--- src/rtl/core_types_pkg.sv ---
// Core-wide types shared by the execution back end.
// wb_req_t is one ALU writeback: result data plus destination physical register.
package core_types_pkg;

    localparam int LOG_PR_COUNT = 6;

    typedef struct packed {
        logic [31:0]             data;
        logic [LOG_PR_COUNT-1:0] PR;
    } wb_req_t;

endpackage

--- src/rtl/alu_wb_arbiter_if.sv ---
// Bundle of ALU writeback requests and the shared PRF write port.
interface alu_wb_arbiter_if #(
    parameter int NUM_REQ = 4
);
    import core_types_pkg::*;

    logic [NUM_REQ-1:0]              WB_valid_in;
    logic [NUM_REQ*32-1:0]           WB_data_in;
    logic [NUM_REQ*LOG_PR_COUNT-1:0] WB_PR_in;
    logic [NUM_REQ-1:0]              ready_out;
    logic                            WB_valid_out;
    logic [31:0]                     WB_data_out;
    logic [LOG_PR_COUNT-1:0]         WB_PR_out;
    logic                            WB_ready_in;

    modport master (
        output WB_valid_in, WB_data_in, WB_PR_in, WB_ready_in,
        input  ready_out, WB_valid_out, WB_data_out, WB_PR_out
    );

    modport slave (
        input  WB_valid_in, WB_data_in, WB_PR_in, WB_ready_in,
        output ready_out, WB_valid_out, WB_data_out, WB_PR_out
    );

endinterface

--- src/rtl/alu_wb_arbiter_sva.sv ---
// Protocol checks for the writeback arbiter: reset values, hold stability
// and back-pressure whenever a requester FIFO is full.
module alu_wb_arbiter_sva
    import core_types_pkg::*;
#(
    parameter int NUM_REQ = 4
) (
    input logic                    CLK,
    input logic                    nRST,
    input logic [NUM_REQ-1:0]      ready_out,
    input logic [NUM_REQ-1:0]      fifo_full,
    input logic                    WB_valid_out,
    input logic                    WB_ready_in,
    input logic [31:0]             WB_data_out,
    input logic [LOG_PR_COUNT-1:0] WB_PR_out
);

    a_reset_values: assert property (@(posedge CLK)
        !nRST |-> (!WB_valid_out && WB_data_out == '0 && WB_PR_out == '0 && ready_out == '1));

    a_hold_stable: assert property (@(posedge CLK) disable iff (!nRST)
        (WB_valid_out && !WB_ready_in) |=>
        (WB_valid_out && $stable(WB_data_out) && $stable(WB_PR_out)));

    for (genvar gi = 0; gi < NUM_REQ; gi++) begin : g_full_chk
        a_full_not_ready: assert property (@(posedge CLK) disable iff (!nRST)
            fifo_full[gi] |-> !ready_out[gi]);
    end

endmodule

--- src/rtl/alu_wb_req_fifo.sv ---
// Per-pipeline writeback FIFO: circular buffer with a combinational head.
// Pushes while full and pops while empty are dropped internally.
module alu_wb_req_fifo
    import core_types_pkg::*;
#(
    parameter int BUF_DEPTH = 2
) (
    input  logic    CLK,
    input  logic    nRST,
    input  logic    push,
    input  logic    pop,
    input  wb_req_t din,
    output wb_req_t dout,
    output logic    full,
    output logic    empty
);
    localparam int LOG_DEPTH = $clog2(BUF_DEPTH);
    localparam logic [LOG_DEPTH:0] FULL_COUNT = (LOG_DEPTH+1)'(BUF_DEPTH);

    wb_req_t              mem_reg [BUF_DEPTH];
    logic [LOG_DEPTH-1:0] wr_ptr_reg;
    logic [LOG_DEPTH-1:0] rd_ptr_reg;
    logic [LOG_DEPTH:0]   count_reg;
    logic                 push_ok;
    logic                 pop_ok;

    assign full    = (count_reg == FULL_COUNT);
    assign empty   = (count_reg == '0);
    assign push_ok = push && !full;
    assign pop_ok  = pop && !empty;
    assign dout    = mem_reg[rd_ptr_reg];

    always_ff @(posedge CLK or negedge nRST) begin
        if (!nRST) begin
            wr_ptr_reg <= '0;
            rd_ptr_reg <= '0;
            count_reg  <= '0;
        end else begin
            if (push_ok) wr_ptr_reg <= wr_ptr_reg + LOG_DEPTH'(1);
            if (pop_ok)  rd_ptr_reg <= rd_ptr_reg + LOG_DEPTH'(1);
            case ({push_ok, pop_ok})
                2'b10:   count_reg <= count_reg + (LOG_DEPTH+1)'(1);
                2'b01:   count_reg <= count_reg - (LOG_DEPTH+1)'(1);
                default: count_reg <= count_reg;
            endcase
        end
    end

    // Storage needs no reset: pointers and count define which entries are live.
    always_ff @(posedge CLK) begin
        if (push_ok) mem_reg[wr_ptr_reg] <= din;
    end

endmodule

--- src/rtl/alu_wb_arbiter.sv ---
// Shares one PRF write port among NUM_REQ ALU pipelines: per-pipeline FIFOs,
// a round-robin grant, and a registered output stage that holds until accepted.
module alu_wb_arbiter
    import core_types_pkg::*;
#(
    parameter int NUM_REQ   = 4,
    parameter int BUF_DEPTH = 2
) (
    input logic              CLK,
    input logic              nRST,
    alu_wb_arbiter_if.slave  wb
);
    localparam int LOG_REQ = $clog2(NUM_REQ);

    wb_req_t              fifo_din  [NUM_REQ];
    wb_req_t              fifo_head [NUM_REQ];
    logic [NUM_REQ-1:0]   fifo_full;
    logic [NUM_REQ-1:0]   fifo_empty;
    logic [NUM_REQ-1:0]   fifo_pop;

    logic [LOG_REQ-1:0]   rr_ptr_reg;
    logic [LOG_REQ-1:0]   grant_idx;
    logic                 grant_valid;
    logic                 stage_free;
    logic                 out_valid_reg;
    wb_req_t              out_req_reg;

    for (genvar gi = 0; gi < NUM_REQ; gi++) begin : g_req
        assign fifo_din[gi] = {wb.WB_data_in[32*gi +: 32],
                               wb.WB_PR_in[LOG_PR_COUNT*gi +: LOG_PR_COUNT]};
        assign fifo_pop[gi] = stage_free && grant_valid && (grant_idx == LOG_REQ'(gi));

        alu_wb_req_fifo #(.BUF_DEPTH(BUF_DEPTH)) u_fifo (
            .CLK   (CLK),
            .nRST  (nRST),
            .push  (wb.WB_valid_in[gi]),
            .pop   (fifo_pop[gi]),
            .din   (fifo_din[gi]),
            .dout  (fifo_head[gi]),
            .full  (fifo_full[gi]),
            .empty (fifo_empty[gi])
        );
    end

    // ready_out comes from registered counts only, so a pop never frees a slot early.
    assign wb.ready_out    = ~fifo_full;
    assign stage_free      = !out_valid_reg || wb.WB_ready_in;

    // First non-empty FIFO at or after rr_ptr; index arithmetic wraps at NUM_REQ.
    always_comb begin
        logic [LOG_REQ-1:0] cand_idx;
        cand_idx    = rr_ptr_reg;
        grant_valid = 1'b0;
        grant_idx   = rr_ptr_reg;
        for (int k = 0; k < NUM_REQ; k++) begin
            cand_idx = rr_ptr_reg + LOG_REQ'(k);
            if (!grant_valid && !fifo_empty[cand_idx]) begin
                grant_valid = 1'b1;
                grant_idx   = cand_idx;
            end
        end
    end

    always_ff @(posedge CLK or negedge nRST) begin
        if (!nRST) begin
            out_valid_reg <= 1'b0;
            out_req_reg   <= '0;
            rr_ptr_reg    <= '0;
        end else if (stage_free) begin
            if (grant_valid) begin
                out_valid_reg <= 1'b1;
                out_req_reg   <= fifo_head[grant_idx];
                rr_ptr_reg    <= grant_idx + LOG_REQ'(1);
            end else begin
                out_valid_reg <= 1'b0;
            end
        end
    end

    assign wb.WB_valid_out = out_valid_reg;
    assign wb.WB_data_out  = out_req_reg.data;
    assign wb.WB_PR_out    = out_req_reg.PR;

    alu_wb_arbiter_sva #(.NUM_REQ(NUM_REQ)) u_sva (
        .CLK          (CLK),
        .nRST         (nRST),
        .ready_out    (wb.ready_out),
        .fifo_full    (fifo_full),
        .WB_valid_out (wb.WB_valid_out),
        .WB_ready_in  (wb.WB_ready_in),
        .WB_data_out  (wb.WB_data_out),
        .WB_PR_out    (wb.WB_PR_out)
    );

endmodule

--- src/flat_wrapper.sv ---
// flat-port wrapper written by rule: the top's interface ports become plain ports
module alu_wb_arbiter_flat import core_types_pkg::*;
#(
    parameter int NUM_REQ   = 4,
    parameter int BUF_DEPTH = 2
)
  (CLK, nRST, wb_WB_valid_in, wb_WB_data_in, wb_WB_PR_in, wb_WB_ready_in, wb_ready_out, wb_WB_valid_out, wb_WB_data_out, wb_WB_PR_out);
  alu_wb_arbiter_if #(.NUM_REQ(NUM_REQ)) wb_i ();
  input logic CLK;
  input logic nRST;
  input wire logic [$bits(wb_i.WB_valid_in)-1:0] wb_WB_valid_in;
  input wire logic [$bits(wb_i.WB_data_in)-1:0] wb_WB_data_in;
  input wire logic [$bits(wb_i.WB_PR_in)-1:0] wb_WB_PR_in;
  input wire logic [$bits(wb_i.WB_ready_in)-1:0] wb_WB_ready_in;
  output wire logic [$bits(wb_i.ready_out)-1:0] wb_ready_out;
  output wire logic [$bits(wb_i.WB_valid_out)-1:0] wb_WB_valid_out;
  output wire logic [$bits(wb_i.WB_data_out)-1:0] wb_WB_data_out;
  output wire logic [$bits(wb_i.WB_PR_out)-1:0] wb_WB_PR_out;
  assign wb_i.WB_valid_in = wb_WB_valid_in;
  assign wb_i.WB_data_in = wb_WB_data_in;
  assign wb_i.WB_PR_in = wb_WB_PR_in;
  assign wb_i.WB_ready_in = wb_WB_ready_in;
  assign wb_ready_out = wb_i.ready_out;
  assign wb_WB_valid_out = wb_i.WB_valid_out;
  assign wb_WB_data_out = wb_i.WB_data_out;
  assign wb_WB_PR_out = wb_i.WB_PR_out;
  alu_wb_arbiter #(.NUM_REQ(NUM_REQ), .BUF_DEPTH(BUF_DEPTH)) u_core (.CLK(CLK), .nRST(nRST), .wb(wb_i));
endmodule
--- config.mk ---
export PLATFORM = sky130hd
export DESIGN_NAME = alu_wb_arbiter_flat
export DESIGN_NICKNAME = d
export VERILOG_FILES = /design/src/rtl/core_types_pkg.sv /design/src/rtl/alu_wb_arbiter_if.sv /design/src/rtl/alu_wb_arbiter_sva.sv /design/src/rtl/alu_wb_req_fifo.sv /design/src/rtl/alu_wb_arbiter.sv /design/src/flat_wrapper.sv
export SDC_FILE = /design/constraint.sdc
export NUM_CORES = 1
export LEC_CHECK = 0
export ABC_AREA = 1
export CORE_MARGIN = 8
export CORE_UTILIZATION = 53
export CTS_CLUSTER_DIAMETER = 30
export DETAILED_ROUTE_END_ITERATION = 10
export GPL_TIMING_DRIVEN = 0
export PLACE_DENSITY = 0.78
export SETUP_SLACK_MARGIN = 0.1
export SKIP_CTS_REPAIR_TIMING = 1
export SLEW_MARGIN = 20
export SYNTH_ARGS = -nofsm -noshare
export SYNTH_HDL_FRONTEND = slang
export SYNTH_SLANG_ARGS = --single-unit
--- constraint.sdc ---
create_clock -name CLK -period 8.6 [get_ports CLK]
set_clock_uncertainty 0.2 [all_clocks]
set_input_delay 2.15 -clock CLK [delete_from_list [all_inputs] [get_ports CLK]]
set_output_delay 2.15 -clock CLK [all_outputs]
set_load 0.01 [all_outputs]
# After elaboration in Yosys (flattened, before gate mapping)
# Memories as Yosys holds them, arrays and structs flattened.
# Cells that the tools add are included.
classes:
  order_cmp: 5
  eq_ne: 15
  add_sub_neg: 20
  bitwise_logic: 2
  muxes: 31
  reduce_logical: 41
ops:
  columns: ["op", "count"]
  rows:
  - ["$bmux 38 s2", 1]
  - ["$mux 38", 2]
  - ["$eq 2x2->1 const B", 10]
  - ["$mux 1", 17]
  - ["$logic_and 1x1->1", 16]
  - ["$pmux 2 s2", 4]
  - ["$logic_not 1->1", 14]
  - ["$add 2x1->2 const B", 6]
  - ["$lt 2x3->1 const B", 4]
  - ["$eq 2x1->1 const B", 5]
  - ["$logic_not 2->1", 5]
  - ["$add 1x1->1 const B", 8]
  - ["$bmux 1 s2", 4]
  - ["$reduce_bool 2->1", 4]
  - ["$sub 2x1->2 const B", 4]
  - ["$mux 2", 3]
  - ["$add 2x2->2 const B", 2]
  - ["$not 4->4", 1]
  - ["$ge 3x3->1 const B", 1]
  - ["$not 2->3", 1]
  - ["$reduce_and 2->1", 1]
  - ["$logic_or 1x1->1", 1]
totals:
  ram_bits: 304
  n_memories: 4
  ff_bits: 57
memory_table:
  columns: ["memory", "depth", "word_bits", "rd", "rd_ports_with_merged_regs", "wr", "line_no", "rtl"]
  rows:
  - ["u_core.g_req[0].u_fifo.mem_reg", 2, 38, 1, 0, 1, "alu_wb_req_fifo.sv:20", "wb_req_t mem_reg [BUF_DEPTH];"]
  - ["u_core.g_req[1].u_fifo.mem_reg", 2, 38, 1, 0, 1, "alu_wb_req_fifo.sv:20", null]
  - ["u_core.g_req[2].u_fifo.mem_reg", 2, 38, 1, 0, 1, "alu_wb_req_fifo.sv:20", null]
  - ["u_core.g_req[3].u_fifo.mem_reg", 2, 38, 1, 0, 1, "alu_wb_req_fifo.sv:20", null]

# Longest topological paths before layout
depth:
  depth_word: 17
  mapped_depth: 20
  mapped_depth_nobuf: 18

# Hierarchy
# A second synthesis with hierarchy kept.
unflattened:
  hier_cells: 1531
  hier_area_um2: 15401.0
modules_own_cells:
  columns: ["mod", "cells_per_inst", "seq_area_each_um2", "instances", "area_each_um2"]
  rows:
  - ["alu_wb_req_fifo", 231, 2382.3, 4, 2987.9]
  - ["alu_wb_arbiter", 607, 1026.0, 1, 3449.6]

# Worst setup path after synthesis
# Ideal clock, no wire load.
synth_timing:
  kind: "input -> register"
  from: "input wb_WB_valid_in[0]"
  to: "memory u_core.g_req[0].u_fifo.mem_reg[1][0] in the netlist's numbering (enable)"
  t_required_ns: 7.965
  path_buffers: 0
  setup_time_ns: 0.435
  path_slack_ns: 4.096
  t_arrival_ns: 3.869
  path_stages: 2
  path_cell_list: "nand2_1 > nor2_1"
synth_between:
  elab_chain_cells: 3
synth_lines:
  columns: ["element", "line_no", "rtl"]
  rows:
  - ["start, declared", "flat_wrapper.sv:11", "input wire logic [$bits(wb_i.WB_valid_in)-1:0] wb_WB_valid_in;"]
  - ["$logic_and 1x1->1", "alu_wb_req_fifo.sv:29", "assign push_ok = push && !full;"]
  - ["$mux 1", "alu_wb_req_fifo.sv:51", "if (push_ok) mem_reg[wr_ptr_reg] <= din;"]
  - ["$mux 1 (implied by the code)", "alu_wb_req_fifo.sv:51", null]
  - ["end, declared", "alu_wb_req_fifo.sv:20", null]
# No other way between the ends.

# Worst setup path in the final report
layout_timing:
  from: "register u_core.g_req[0].u_fifo.count_reg[0]"
  to: "output wb_ready_out[0]"
layout_between:
  elab_chain_cells: 2
layout_lines:
  columns: ["element", "line_no", "rtl"]
  rows:
  - ["start, declared", "alu_wb_req_fifo.sv:23", "logic [LOG_DEPTH:0] count_reg;"]
  - ["start signal, assigned", "alu_wb_req_fifo.sv:42", "2'b10: count_reg <= count_reg + (LOG_DEPTH+1)'(1);"]
  - ["start signal, assigned", "alu_wb_req_fifo.sv:43", "2'b01: count_reg <= count_reg - (LOG_DEPTH+1)'(1);"]
  - ["start signal, assigned", "alu_wb_req_fifo.sv:44", "default: count_reg <= count_reg;"]
  - ["$eq 2x2->1", "alu_wb_req_fifo.sv:27", "assign full = (count_reg == FULL_COUNT);"]
  - ["$not 4->4", "alu_wb_arbiter.sv:46", "assign wb.ready_out = ~fifo_full;"]
  - ["end, declared", "flat_wrapper.sv:15", "output wire logic [$bits(wb_i.ready_out)-1:0] wb_ready_out;"]
# No other way between the ends.

==> summary.md <==
| Metric | Value |
|---|---|
| CTS tree | yes |
| CP delay by family, top | buffers and inverters |
| CP endpoint kind | output pin |
| Clock sinks | ~360 |
| Setup TNS | 0 ps |
| Worst-path cell chain | inv_1, nand2_1, clkdlybuf4s50_1 |
| Core box area | about 29000 um2 |
| H-Tree Depth | 3 |
| Seq/Total Area, Yosys | between 60% and 70% |
| Worst Max-Slew Pin Slew | a little over 700 ps |
| Pre-CTS setup slack | ~4200 ps |
| CP Max Fanout | 5 |
| Max Freq | 247 MHz |
| Status | completed |
| DRC Markers | 0 |
| GRT Total Usage | 24.7% |
| Relative max-transition margin | roughly 53% |
| P_leak | between 8 and 9 nW |
| Met1 usage | 29.9% |
| Synth cell types | 29 |
| #FFs+latches synth | approximately 360 |
| Met2 usage | 40.7% |
| CP startpoint kind | flop |
| Max Cap Viol | 0 |
| Instance count of the mapped netlist | about 1500 |
| Netlist Area Pre-Place | roughly 15000 um2 |
| Min Tclk post-route | between 4000 and 5000 ps |
| Hold wc startpoint | u_core.wb.WB_data_out[15]$_DFFE_PN0N_ |
| TritonCTS Buffers | 69 |
| Initial cell density of the core | 53.6% |
| I/O pins | approximately 200 |
| DP HPWL | 30200 um |
| FP Rows | 62 |
| Crit path required time | around 6300 ps |
| FF-to-FF Start | u_core.g_req[1].u_fifo.count_reg[0]$_DFFE_PN0P_ |
| Met3 usage | approximately 6.6% |
| Antenna violations before repair | 9 |
| RePlAce Congestion | a little over 0.9 |
| Final setup vio count | 0 |
| Critical path class | reg2out |
| Drt wl/cell | between 15 and 20 um |
| Max FFs per register | 304 |
| Clock buffer depth | 3 |
| Design area | slightly above 20000 um2 |
| WL final | ~44000 um |
| Worst-Skew Late Latency | between 500 and 600 ps |
| Max stage delay on crit path | 560 ps |
| Vias | between 10000 and 15000 |
| Syn Nets | between 1500 and 2000 |
| Final setup margin | ~4500 ps |
| Yosys Warn Count | 0 |
| Vias in the first global route | ~12000 |
| Gr ovfl total | 0 |
| WP data arrival | roughly 1700 ps |
| Busiest grt layer | met2 |
| First-pass GRT wire length | between 60000 and 70000 um |
| Root Driver | clkbuf_16 |
| Antenna viol nets, final | 0 |
| Number of port buffers | approximately 200 |
| Peak supply drop | between 200 and 300 uV |
| Die height | 186 um |
| Area of the die | about 35000 um2 |
| Placed Instance Area | about 18000 um2 |
| Layout Nets | just under 2000 |
| PwrDens | around 450 nW/um2 |
| Hold Crit Class | reg2reg |
| Worst Setup SP | u_core.g_req[0].u_fifo.count_reg[0]$_DFFE_PN0P_ |
| CTS clk-pin slew, worst paths | roughly 50 ps |
| Final period utilization | between 40 and 50% |
| Die width | about 190 um |
| Initial drt markers | ~1100 |
| CP max stage cell | clkdlybuf4s50_1 |
| WP buf/inv | 2 |
| Synth Area per Inst | around 10 um2 |
| Pre-antenna DRT Iters | 8 |
| Largest net degree at the start of global routing | 35 |
| Synth-to-layout area growth | 34.2% |
| Power, Total | around 0.0093 W |
| RSZ-0062 raised after global routing | no |
| Max Transition Viols Final | 0 |
| Hold Vio Cnt, Final | 0 |
| Share of cells above drive strength 1 | a little under a tenth |
| Vias per std cell | about 5.4 |
==> cells in the mapped netlist (all sizes together) <==
master | instances | area share (%)
xor2 | 1 | 0.057
clkbuf | 35 | 0.88
nor2 | 21 | 0.56
buf | 47 | 1.7
ha | 4 | 0.33
nand2 | 823 | 20
edfxtp | 304 | 59
nand4 | 3 | 0.16
xnor2 | 8 | 0.46
o21ai | 6 | 0.22
o22ai | 1 | 0.081
dfrtp | 57 | 9.3
clkinv | 1 | 0.024
nand3 | 168 | 5.6
a21oi | 9 | 0.29
inv | 23 | 0.58
==> final timing paths <==
| path | end | slack, ps | depth (start not counted) |
|---|---|---|---|
| setup / recovery | wb_ready_out[0] | 4540 | 3 |
| hold / removal | u_core.wb.WB_data_out[15]$_DFFE_PN0N_ | 280 | 2 |
| setup reg to reg | u_core.g_req[2].u_fifo.count_reg[1]$_DFFE_PN0P_ | 5320 | 16 |
| hold reg to reg | u_core.wb.WB_data_out[15]$_DFFE_PN0N_ | 280 | 2 |
| max in group asynchronous | u_core.wb.WB_data_out[27]$_DFFE_PN0N_ | 6390 | 2 |
| min in group asynchronous | u_core.wb.WB_data_out[9]$_DFFE_PN0N_ | 1300 | 1 |
==> per-layer routing <==
metal,vias to the layer above,wire length (um)
met5,-,62
li1,5600,-
met2,647,21200
met4,8,1790
met1,5786,16300
met3,152,4190
==> cell usage in the layout, fill, tap and decap left out, types with 3 or more instances in the layout <==
| cell | n |
|---|---|
| inv_2 | 3 |
| nand2_1 | 817 |
| inv_1 | 19 |
| clkinv_2 | 9 |
| edfxtp_1 | 304 |
| nor2_4 | 9 |
| nand3_1 | 166 |
| buf_16 | 8 |
| diode_2 | 5 |
| clkinv_1 | 9 |
| clkdlybuf4s50_1 | 200 |
| bufinv_16 | 12 |
| dfrtp_1 | 57 |
| nand2_2 | 4 |
| a21oi_1 | 9 |
| clkbuf_16 | 71 |
| xnor2_1 | 8 |
| buf_4 | 12 |
| buf_1 | 12 |
| buf_2 | 21 |
| buf_6 | 3 |
| clkbuf_8 | 3 |
| nor2_1 | 12 |
| o21ai_0 | 5 |
| ha_1 | 4 |
| clkbuf_1 | 49 |
==> stage by stage <==
stage,instances,hold slack [ps],util [%]
floorplan,1511,268,-
global route,2237,303,72.0
global placement,2096,264,62.3
CTS,2233,277,71.9
finish,2238,275,72.0
detailed placement,2105,265,63.4
==> logic make-up after synthesis <==
kind of cell | synth area share, %
AO/OA/AOI/OAI | 0.595
XOR/XNOR | 0.513
flip-flops | 68.7
adder cells (fa/ha/maj) | 0.326
AND/OR/NAND/NOR | 26.6
buffers and inverters | 3.22
==> power by group <==
part / internal, W / switching [W]
Clock: 0.00191 / 0.000897
Sequential: 0.00244 / 0.000194
Combinational: 0.00128 / 0.00256
Total: 0.00563 / 0.00365
==> tightest hold or removal path: cells and delay by family (launching register included) <==
| family | cells | cell delay (ps) |
|---|---|---|
| simple gates | 2 | 100 |
| flops | 1 | 330 |
==> area by class of cell <==
type	count	area, um2
Sequential cell	361	10600
Fill cell	1906	8020
Multi-Input combinational cell	1044	4360
Timing Repair Buffer	210	2250
Clock buffer	89	1870
Clock inverter	39	572
Tap cell	384	480
Buffer	82	402
Inverter	24	92.6
Antenna cell	5	12.5
No activity file was read; power rests on OpenSTA's default activity.
